<file path="config.mk">
export PLATFORM = sky130hd
export DESIGN_NAME = regs_arbiter_flat
export DESIGN_NICKNAME = d
export VERILOG_FILES = /design/src/rtl/regs_arbiter_if.sv /design/src/rtl/regs_arbiter.sv /design/src/flat_wrapper.sv
export SDC_FILE = /design/constraint.sdc
export NUM_CORES = 1
export LEC_CHECK = 0
export CORE_MARGIN = 2
export CORE_UTILIZATION = 27
export CTS_CLUSTER_DIAMETER = 40
export CTS_CLUSTER_SIZE = 12
export DETAILED_ROUTE_END_ITERATION = 12
export GPL_ROUTABILITY_DRIVEN = 0
export PLACE_DENSITY = 0.82
export SLEW_MARGIN = 0
export SYNTH_ARGS = -nofsm -noshare
export SYNTH_HDL_FRONTEND = slang
export SYNTH_SLANG_ARGS = --single-unit
</file>
<file path="constraint.sdc">
create_clock -name clk -period 3.6 [get_ports clk]
set_input_delay 1.08 -clock clk [delete_from_list [all_inputs] [get_ports clk]]
set_output_delay 1.08 -clock clk [all_outputs]
set_load 0.01 [all_outputs]
</file>
<file path="src/rtl/regs_arbiter_if.sv">
// Bus bundle between core, debug port, arbiter and register file.
// slave = arbiter view; master = surrounding core/debug/regfile view.
interface regs_arbiter_if;
  logic        core_req;
  logic        core_we;
  logic [4:0]  core_rs1adr;
  logic [4:0]  core_rs2adr;
  logic [4:0]  core_rdadr;
  logic [31:0] core_wdata;
  logic        core_gnt;
  logic        dbg_req;
  logic        dbg_we;
  logic [4:0]  dbg_adr;
  logic [31:0] dbg_wdata;
  logic        dbg_ack;
  logic [31:0] dbg_rdata;
  logic        regwrite;
  logic [4:0]  rs1adr;
  logic [4:0]  rs2adr;
  logic [4:0]  rdadr;
  logic [31:0] rd;
  logic [31:0] rs1;
  logic [31:0] rs2;

  modport slave (
    input  core_req, core_we, core_rs1adr, core_rs2adr, core_rdadr, core_wdata,
    output core_gnt,
    input  dbg_req, dbg_we, dbg_adr, dbg_wdata,
    output dbg_ack, dbg_rdata,
    output regwrite, rs1adr, rs2adr, rdadr, rd,
    input  rs1, rs2
  );

  modport master (
    output core_req, core_we, core_rs1adr, core_rs2adr, core_rdadr, core_wdata,
    input  core_gnt,
    output dbg_req, dbg_we, dbg_adr, dbg_wdata,
    input  dbg_ack, dbg_rdata,
    input  regwrite, rs1adr, rs2adr, rdadr, rd,
    output rs1, rs2
  );
endinterface

</file>
<file path="src/rtl/regs_arbiter.sv">
// Register-file port arbiter between core and debug access.
// Define REGS_ARB_STARVE_EN to force a debug grant after STARVE_LIMIT blocked cycles.
module regs_arbiter #(
  parameter int unsigned STARVE_LIMIT = 8
) (
  input logic           clk,
  input logic           reset,
  regs_arbiter_if.slave bus
);
  typedef enum logic [1:0] {IDLE, RD_WAIT, ACK} state_t;

  state_t state, state_nxt;
  logic   dbg_gnt;
  logic   starve_hit;
  logic   rd_zero;

`ifdef REGS_ARB_STARVE_EN
  logic [3:0] starve_cnt;
  assign starve_hit = (starve_cnt == 4'(STARVE_LIMIT));

  // Counts blocked debug cycles; saturates because the grant fires at the limit.
  always_ff @(posedge clk) begin
    if (reset)                                        starve_cnt <= '0;
    else if (dbg_gnt)                                 starve_cnt <= '0;
    else if (state == IDLE && bus.dbg_req && !starve_hit) starve_cnt <= starve_cnt + 4'd1;
  end
`else
  assign starve_hit = 1'b0;
`endif

  always_comb begin
    state_nxt    = state;
    dbg_gnt      = 1'b0;
    bus.core_gnt = 1'b0;
    bus.regwrite = 1'b0;
    bus.rs1adr   = bus.core_rs1adr;
    bus.rs2adr   = bus.core_rs2adr;
    bus.rdadr    = bus.core_rdadr;
    bus.rd       = bus.core_wdata;
    if (!reset) begin
      case (state)
        IDLE: begin
          if (bus.dbg_req && (!bus.core_req || starve_hit)) begin
            dbg_gnt = 1'b1;
            if (bus.dbg_we) begin
              bus.rdadr    = bus.dbg_adr;
              bus.rd       = bus.dbg_wdata;
              bus.regwrite = 1'b1;
              state_nxt    = ACK;
            end else begin
              bus.rs1adr = bus.dbg_adr;
              state_nxt  = RD_WAIT;
            end
          end else if (bus.core_req) begin
            bus.core_gnt = 1'b1;
            bus.regwrite = bus.core_we;
          end
        end
        RD_WAIT: state_nxt = ACK;
        ACK:     state_nxt = IDLE;
        default: state_nxt = IDLE;
      endcase
    end
  end

  always_ff @(posedge clk) begin
    if (reset) begin
      state         <= IDLE;
      bus.dbg_ack   <= 1'b0;
      bus.dbg_rdata <= '0;
      rd_zero       <= 1'b0;
    end else begin
      state       <= state_nxt;
      bus.dbg_ack <= (state_nxt == ACK);
      if (dbg_gnt) rd_zero <= (bus.dbg_adr == 5'd0);
      // rs1 for the debug address arrives in RD_WAIT; x0 always reads as zero
      if (state == RD_WAIT) bus.dbg_rdata <= rd_zero ? 32'd0 : bus.rs1;
    end
  end
endmodule
</file>
<file path="src/flat_wrapper.sv">
// flat-port wrapper written by rule: the top's interface ports become plain ports
module regs_arbiter_flat 
#(
  parameter int unsigned STARVE_LIMIT = 8
)
  (clk, reset, bus_core_req, bus_core_we, bus_core_rs1adr, bus_core_rs2adr, bus_core_rdadr, bus_core_wdata, bus_core_gnt, bus_dbg_req, bus_dbg_we, bus_dbg_adr, bus_dbg_wdata, bus_dbg_ack, bus_dbg_rdata, bus_regwrite, bus_rs1adr, bus_rs2adr, bus_rdadr, bus_rd, bus_rs1, bus_rs2);
  regs_arbiter_if bus_i ();
  input logic clk;
  input logic reset;
  input wire logic [$bits(bus_i.core_req)-1:0] bus_core_req;
  input wire logic [$bits(bus_i.core_we)-1:0] bus_core_we;
  input wire logic [$bits(bus_i.core_rs1adr)-1:0] bus_core_rs1adr;
  input wire logic [$bits(bus_i.core_rs2adr)-1:0] bus_core_rs2adr;
  input wire logic [$bits(bus_i.core_rdadr)-1:0] bus_core_rdadr;
  input wire logic [$bits(bus_i.core_wdata)-1:0] bus_core_wdata;
  output wire logic [$bits(bus_i.core_gnt)-1:0] bus_core_gnt;
  input wire logic [$bits(bus_i.dbg_req)-1:0] bus_dbg_req;
  input wire logic [$bits(bus_i.dbg_we)-1:0] bus_dbg_we;
  input wire logic [$bits(bus_i.dbg_adr)-1:0] bus_dbg_adr;
  input wire logic [$bits(bus_i.dbg_wdata)-1:0] bus_dbg_wdata;
  output wire logic [$bits(bus_i.dbg_ack)-1:0] bus_dbg_ack;
  output wire logic [$bits(bus_i.dbg_rdata)-1:0] bus_dbg_rdata;
  output wire logic [$bits(bus_i.regwrite)-1:0] bus_regwrite;
  output wire logic [$bits(bus_i.rs1adr)-1:0] bus_rs1adr;
  output wire logic [$bits(bus_i.rs2adr)-1:0] bus_rs2adr;
  output wire logic [$bits(bus_i.rdadr)-1:0] bus_rdadr;
  output wire logic [$bits(bus_i.rd)-1:0] bus_rd;
  input wire logic [$bits(bus_i.rs1)-1:0] bus_rs1;
  input wire logic [$bits(bus_i.rs2)-1:0] bus_rs2;
  assign bus_i.core_req = bus_core_req;
  assign bus_i.core_we = bus_core_we;
  assign bus_i.core_rs1adr = bus_core_rs1adr;
  assign bus_i.core_rs2adr = bus_core_rs2adr;
  assign bus_i.core_rdadr = bus_core_rdadr;
  assign bus_i.core_wdata = bus_core_wdata;
  assign bus_core_gnt = bus_i.core_gnt;
  assign bus_i.dbg_req = bus_dbg_req;
  assign bus_i.dbg_we = bus_dbg_we;
  assign bus_i.dbg_adr = bus_dbg_adr;
  assign bus_i.dbg_wdata = bus_dbg_wdata;
  assign bus_dbg_ack = bus_i.dbg_ack;
  assign bus_dbg_rdata = bus_i.dbg_rdata;
  assign bus_regwrite = bus_i.regwrite;
  assign bus_rs1adr = bus_i.rs1adr;
  assign bus_rs2adr = bus_i.rs2adr;
  assign bus_rdadr = bus_i.rdadr;
  assign bus_rd = bus_i.rd;
  assign bus_i.rs1 = bus_rs1;
  assign bus_i.rs2 = bus_rs2;
  regs_arbiter #(.STARVE_LIMIT(STARVE_LIMIT)) u_core (.clk(clk), .reset(reset), .bus(bus_i));
endmodule
</file>
# Yosys cells after proc, flatten, opt, wreduce, memory -nomap -nowiden

Cells that the tools add are included.
Widths: inputs -> output; s select.

Flip-flop bits (word level): 36
Input port bits: 154
Output and inout bits: 82
Word-level logic and storage cells: 39

Equality and inequality tests: 2
Multiplexer cells: 29
Reductions and logical operators: 4

Operator list:

| cell               | count |
|---|---|
| $mux 32            | 5 |
| $mux 5             | 8 |
| $mux 1             | 12 |
| $mux 2             | 3 |
| $logic_not 5->1    | 1 |
| $pmux 2 s2         | 1 |
| $eq 2x1->1 const B | 1 |
| $eq 2x2->1 const B | 1 |
| $logic_not 2->1    | 1 |
| $logic_and 1x1->1  | 1 |
| $logic_not 1->1    | 1 |

# Depth between registers and ports, before layout

Depth in word-level cells: 6
Mapped depth: 5
Mapped depth without buffers: 3

# Least setup slack after synthesis

No wires, ideal clock.

Path kind: input -> output
Start point: in bus_core_req
End point: out bus_rd[12]
Arrival: 2124 ps
Setup slack: 396 ps
Stages: 5
Path buffers: 2
Cell sequence: nor4b_4 -> nand3b_1 -> buf_6 -> buf_6 -> mux2_4

Cells in the longest elaborated chain, start to end: 5

Ends and longest elaborated chain:

| element           | line               | source |
|---|---|---|
| start, declared   | flat_wrapper.sv:10 | `input wire logic [$bits(bus_i.core_req)-1:0] bus_core_req;` |
| $logic_not 1->1   | regs_arbiter.sv:43 | `if (bus.dbg_req && (!bus.core_req \|\| starve_hit)) begin` |
| $logic_and 1x1->1 | regs_arbiter.sv:43 |  |
| $mux 32           | regs_arbiter.sv:43 |  |
| $mux 32           | regs_arbiter.sv:41 | `case (state)` |
| $mux 32           | regs_arbiter.sv:40 | `if (!reset) begin` |
| end, declared     | flat_wrapper.sv:27 | `output wire logic [$bits(bus_i.rd)-1:0] bus_rd;` |

No other way between the ends.

# Final worst setup path

Start point: in bus_core_req
End point: out bus_rd[21]

Same word-level chain as after synthesis.

==> flow_summary.html <==
<table>
<tr><th>Metric</th><th>Value</th></tr>
<tr><th colspan="2">Critical path</th></tr>
<tr><td>CP Cell Sequence</td><td>buf_2, nor4b_4, nand3b_1, buf_6, bufbuf_16, mux2_4, buf_4</td></tr>
<tr><td>Type of element launching the critical path</td><td>input pin</td></tr>
<tr><td>Max FO, Critical Path</td><td>7</td></tr>
<tr><td>Req. time, crit path</td><td>roughly 2.5 ns</td></tr>
<tr><td>Critical Path End Type</td><td>primary output</td></tr>
<tr><td>CP max stage cell</td><td>sky130_fd_sc_hd__mux2_4</td></tr>
<tr><td>Data arrival time of the critical path</td><td>between 2 and 2.5 ns</td></tr>
<tr><td>Crit path largest cell delay</td><td>around 0.29 ns</td></tr>
<tr><td>Origin of the worst setup path</td><td>bus_core_req</td></tr>
<tr><td>Buffers plus inverters on the worst setup path</td><td>4</td></tr>
<tr><td>Worst R2R Start</td><td>u_core.state[0]</td></tr>
<tr><td>Type of the worst setup path</td><td>input pin to primary output</td></tr>
<tr><td>Kind of cell with the highest combined delay on the critical path</td><td>buffers and inverters</td></tr>
<tr><th colspan="2">STA</th></tr>
<tr><td>Max-slew violation count</td><td>0</td></tr>
<tr><td>Setup repair after global routing missed its margin</td><td>no</td></tr>
<tr><td>Headroom to the max-slew limit</td><td>a little over a third</td></tr>
<tr><td>Worst hold margin</td><td>around 0.45 ns</td></tr>
<tr><td>Highest achievable clock rate</td><td>283.8 MHz</td></tr>
<tr><td>Final setup violation count</td><td>0</td></tr>
<tr><td>Hold violation count in the final report</td><td>0</td></tr>
<tr><td>Actual transition at the worst max-transition pin</td><td>0.9572 ns</td></tr>
<tr><td>Clk_skew</td><td>between 0.008 and 0.009 ns</td></tr>
<tr><td>Period utilisation layout</td><td>a little over nine tenths</td></tr>
<tr><td>Post-layout min period</td><td>about 3.5 ns</td></tr>
<tr><th colspan="2">Floorplan</th></tr>
<tr><td>Initial core utilization</td><td>about 28%</td></tr>
<tr><td>Core ar.</td><td>~0.0073 mm^2</td></tr>
<tr><td>I/O Pins</td><td>between 200 and 250</td></tr>
<tr><td>Row count</td><td>31</td></tr>
<tr><td>Die width</td><td>between 90 and 100 um</td></tr>
<tr><td>Die Area</td><td>about 0.0082 mm^2</td></tr>
<tr><td>Die Y-Extent</td><td>~91 um</td></tr>
<tr><th colspan="2">Routing</th></tr>
<tr><td>DR pass1 iterations</td><td>4</td></tr>
<tr><td>DRC viols</td><td>0</td></tr>
<tr><td>Via count of the routed design</td><td>2,266</td></tr>
<tr><td>Detailed Route Iter0 Violations</td><td>62</td></tr>
<tr><td>Total wire length after detailed routing</td><td>roughly 7900 um</td></tr>
<tr><td>Post-detailed-route wirelength per cell</td><td>15.63 um</td></tr>
<tr><td>Residual antenna-violating net count after detailed routing</td><td>0</td></tr>
<tr><td>Via-to-Cell Ratio</td><td>~4.5</td></tr>
<tr><th colspan="2">Global route</th></tr>
<tr><td>Largest net degree at the start of global routing</td><td>34</td></tr>
<tr><td>Met3 usage</td><td>between 5 and 6%</td></tr>
<tr><td>Number of antenna violations at the first check in global routing</td><td>0</td></tr>
<tr><td>Number of global-route vias before repair</td><td>2,318</td></tr>
<tr><td>Wire length of the first global-routing pass</td><td>about 12,000 um</td></tr>
<tr><td>Remaining global-route overflow</td><td>0</td></tr>
<tr><td>Met1 layer usage reported by global route</td><td>between 20% and 30%</td></tr>
<tr><td>M2 GR Usage</td><td>between 30% and 40%</td></tr>
<tr><td>Most heavily used metal layer in global routing</td><td>met2</td></tr>
<tr><td>Total global routing track utilization</td><td>18.72%</td></tr>
<tr><th colspan="2">Synthesis</th></tr>
<tr><td>Synthesized area per cell</td><td>between 9 and 10 um^2</td></tr>
<tr><td>Post-synthesis cell type count</td><td>19</td></tr>
<tr><td>Combined area of all synthesized cells</td><td>between 0.002 and 0.0025 mm^2</td></tr>
<tr><td>Warnings, synthesis</td><td>0</td></tr>
<tr><td>Post-synthesis net count</td><td>370</td></tr>
<tr><td>Synth top area share</td><td>35.42%</td></tr>
<tr><td>Synth Area in Simple Gates</td><td>22.51%</td></tr>
<tr><td>Flops &amp; latches, synth</td><td>36</td></tr>
<tr><td>Proportion of synthesized area in mux cells</td><td>a little over a quarter</td></tr>
<tr><td>Main combinational cell family by area after synthesis</td><td>multiplexers</td></tr>
<tr><td>Sequential-to-total area share from yosys stat</td><td>between 30% and 40%</td></tr>
<tr><td>Synthesized instance count</td><td>between 200 and 250</td></tr>
<tr><td>Leading post-synthesis cells by cell area</td><td>sky130_fd_sc_hd__dfxtp_1 35%, sky130_fd_sc_hd__mux2_4 14%, sky130_fd_sc_hd__mux2_2 13%</td></tr>
<tr><td>Synthesized-area fraction occupied by ao, oa, aoi and oai cells</td><td>about 8.4%</td></tr>
<tr><td>Biggest area consumer among synthesized cells</td><td>sky130_fd_sc_hd__dfxtp_1</td></tr>
<tr><td>Xor and xnor area share after synthesis</td><td>0%</td></tr>
<tr><td>Area share of fa/ha/maj cells after synthesis</td><td>0%</td></tr>
<tr><th colspan="2">Final layout</th></tr>
<tr><td>Highest-count cells in the layout ignoring fill and taps</td><td>145 x sky130_fd_sc_hd__clkdlybuf4s50_1, 36 x sky130_fd_sc_hd__dfxtp_1, 34 x sky130_fd_sc_hd__nand2_1, 33 x sky130_fd_sc_hd__nand3b_1, 33 x sky130_fd_sc_hd__a21oi_1</td></tr>
<tr><td>Utilization of the core after routing</td><td>a little under three fifths</td></tr>
<tr><td>Final Net Count</td><td>around 560</td></tr>
<tr><td>Most common library cell in the layout ignoring fill and taps</td><td>sky130_fd_sc_hd__clkdlybuf4s50_1</td></tr>
<tr><td>Antenna cell count</td><td>0</td></tr>
<tr><td>Area growth from synthesis to layout</td><td>105.3%</td></tr>
<tr><td>Share of final-layout standard cells stronger than drive strength 1</td><td>19.61%</td></tr>
<tr><th colspan="2">Power</th></tr>
<tr><td>Pwr Density</td><td>approximately 240 mW/mm^2</td></tr>
<tr><td>VDD IR-drop max</td><td>roughly 0.00015 V</td></tr>
<tr><td>Leakage</td><td>~0.0016 uW</td></tr>
<tr><th colspan="2">Clock network</th></tr>
<tr><td>CTS tree</td><td>built</td></tr>
<tr><td>Buffer depth of the longest clock path</td><td>2</td></tr>
<tr><td>Clock-pin slew on the worst setup and hold paths</td><td>approximately 0.07 ns</td></tr>
<tr><td>TritonCTS Buffers</td><td>5</td></tr>
<tr><td>Hold-fix buffer count after cts</td><td>0</td></tr>
<tr><td>Worst-Skew Late Latency</td><td>about 0.28 ns</td></tr>
<tr><td>Number of sinks handled by clock tree synthesis</td><td>36</td></tr>
<tr><td>Clock tree root driver cell</td><td>sky130_fd_sc_hd__clkbuf_8</td></tr>
<tr><td>Htree depth</td><td>2</td></tr>
<tr><th colspan="2">Run</th></tr>
<tr><td>Max Cap Viol</td><td>0</td></tr>
<tr><th colspan="2">Placement</th></tr>
<tr><td>Hpwl dp</td><td>between 6000 and 7000 um</td></tr>
<tr><td>Number of input and output port buffers inserted</td><td>approximately 190</td></tr>
<tr><th colspan="2">Outcome</th></tr>
<tr><td>Result of the run</td><td>finished clean</td></tr>
<tr><th colspan="2">Worst hold path</th></tr>
<tr><td>Worst Hold Class</td><td>register to register</td></tr>
<tr><td>Beginning of the worst hold path</td><td>u_core.bus.dbg_rdata[22]</td></tr>
</table>
cells by family (layout without fill, tap and decap cells):
logic type,count (synthesis),count (layout)
compound gates,34,34
buf+inv,25,217
flops,36,36
mux,42,42
simple gates,79,79
per-layer routing:
metal / share of wire [%] / wire length, um
met1: 41 / 3284
met2: 51 / 4030
met3: 6.7 / 529
met4: 1.0 / 79
met5: 0 / 0
report_power, final:
part / internal (uW) / switching (uW) / total, uW / leakage (uW)
Combinational: 208 / 94.6 / 303 / 0.00129
Clock: 153 / 146 / 299 / 0.0000510
Sequential: 407 / 6.04 / 413 / 0.000291
Total: 768 / 246 / 1010 / 0.00164
metrics by stage:
step           setup slack [ns]  instance area (um^2)  std cells  power [uW]  TNS (ns)
2_1_floorplan            0.3959                  2034        216       521.5         0
3_3_place_gp            -0.5540                  4048        495       733.4    -22.55
3_5_place_dp            -0.5733                  4048        495       739.2    -23.00
4_1_cts                 0.02959                  4182        507        1025         0
5_1_grt                 0.01599                  4177        507        1061         0
6_report                0.07598                  4177        507        1014         0
flip-flops by register name (all words and copies together), names as in the netlist:
name                  count
u_core.bus.dbg_rdata     32
u_core.state              2
u_core.bus.dbg_ack        1
u_core.rd_zero            1
cell type report:
type / count / area [um^2]
Clock buffer: 6 / 82.58
Clock inverter: 2 / 10.01
Fill cell: 681 / 3115
Inverter: 2 / 7.507
Multi-Input combinational cell: 155 / 1179
Sequential cell: 36 / 720.7
Tap cell: 99 / 123.9
Timing Repair Buffer: 207 / 2053
Yosys cell counts:
library cell,count
sky130_fd_sc_hd__dfxtp_1,36
sky130_fd_sc_hd__nand2_1,35
sky130_fd_sc_hd__a21oi_1,33
sky130_fd_sc_hd__nand3b_1,33
sky130_fd_sc_hd__mux2_2,23
sky130_fd_sc_hd__mux2_4,19
sky130_fd_sc_hd__clkbuf_1,11
sky130_fd_sc_hd__buf_4,5
sky130_fd_sc_hd__buf_2,4
sky130_fd_sc_hd__buf_6,3
sky130_fd_sc_hd__nor3_1,3
sky130_fd_sc_hd__inv_1,2
sky130_fd_sc_hd__nand2b_1,2
sky130_fd_sc_hd__nor2_1,2
sky130_fd_sc_hd__a31oi_1,1
sky130_fd_sc_hd__nand3_1,1
sky130_fd_sc_hd__nor2b_1,1
sky130_fd_sc_hd__nor4b_1,1
sky130_fd_sc_hd__nor4b_4,1
final timing paths:
path | to | slack (ns) | cells past startpoint
max reg2reg | u_core.bus.dbg_rdata[10] | 1.98 | 4
max | bus_rd[21] | 0.08 | 7
min | u_core.bus.dbg_rdata[22] | 0.45 | 2
min reg2reg | u_core.bus.dbg_rdata[22] | 0.45 | 2
worst min-delay path, cell delays in order, from the launching register on:
cell,delay [ns]
sky130_fd_sc_hd__dfxtp_1,0.31
sky130_fd_sc_hd__nand2_1,0.05
sky130_fd_sc_hd__a21oi_1,0.05
repair_timing:
item / CTS / global route
endpoints found under the setup margin: 44 / 29
buffers inserted: 2 / 0
resized for setup: 112 / 1
cloned: 2 / 0
pin swaps: 2 / 1
(Power assumes the default switching activity.)
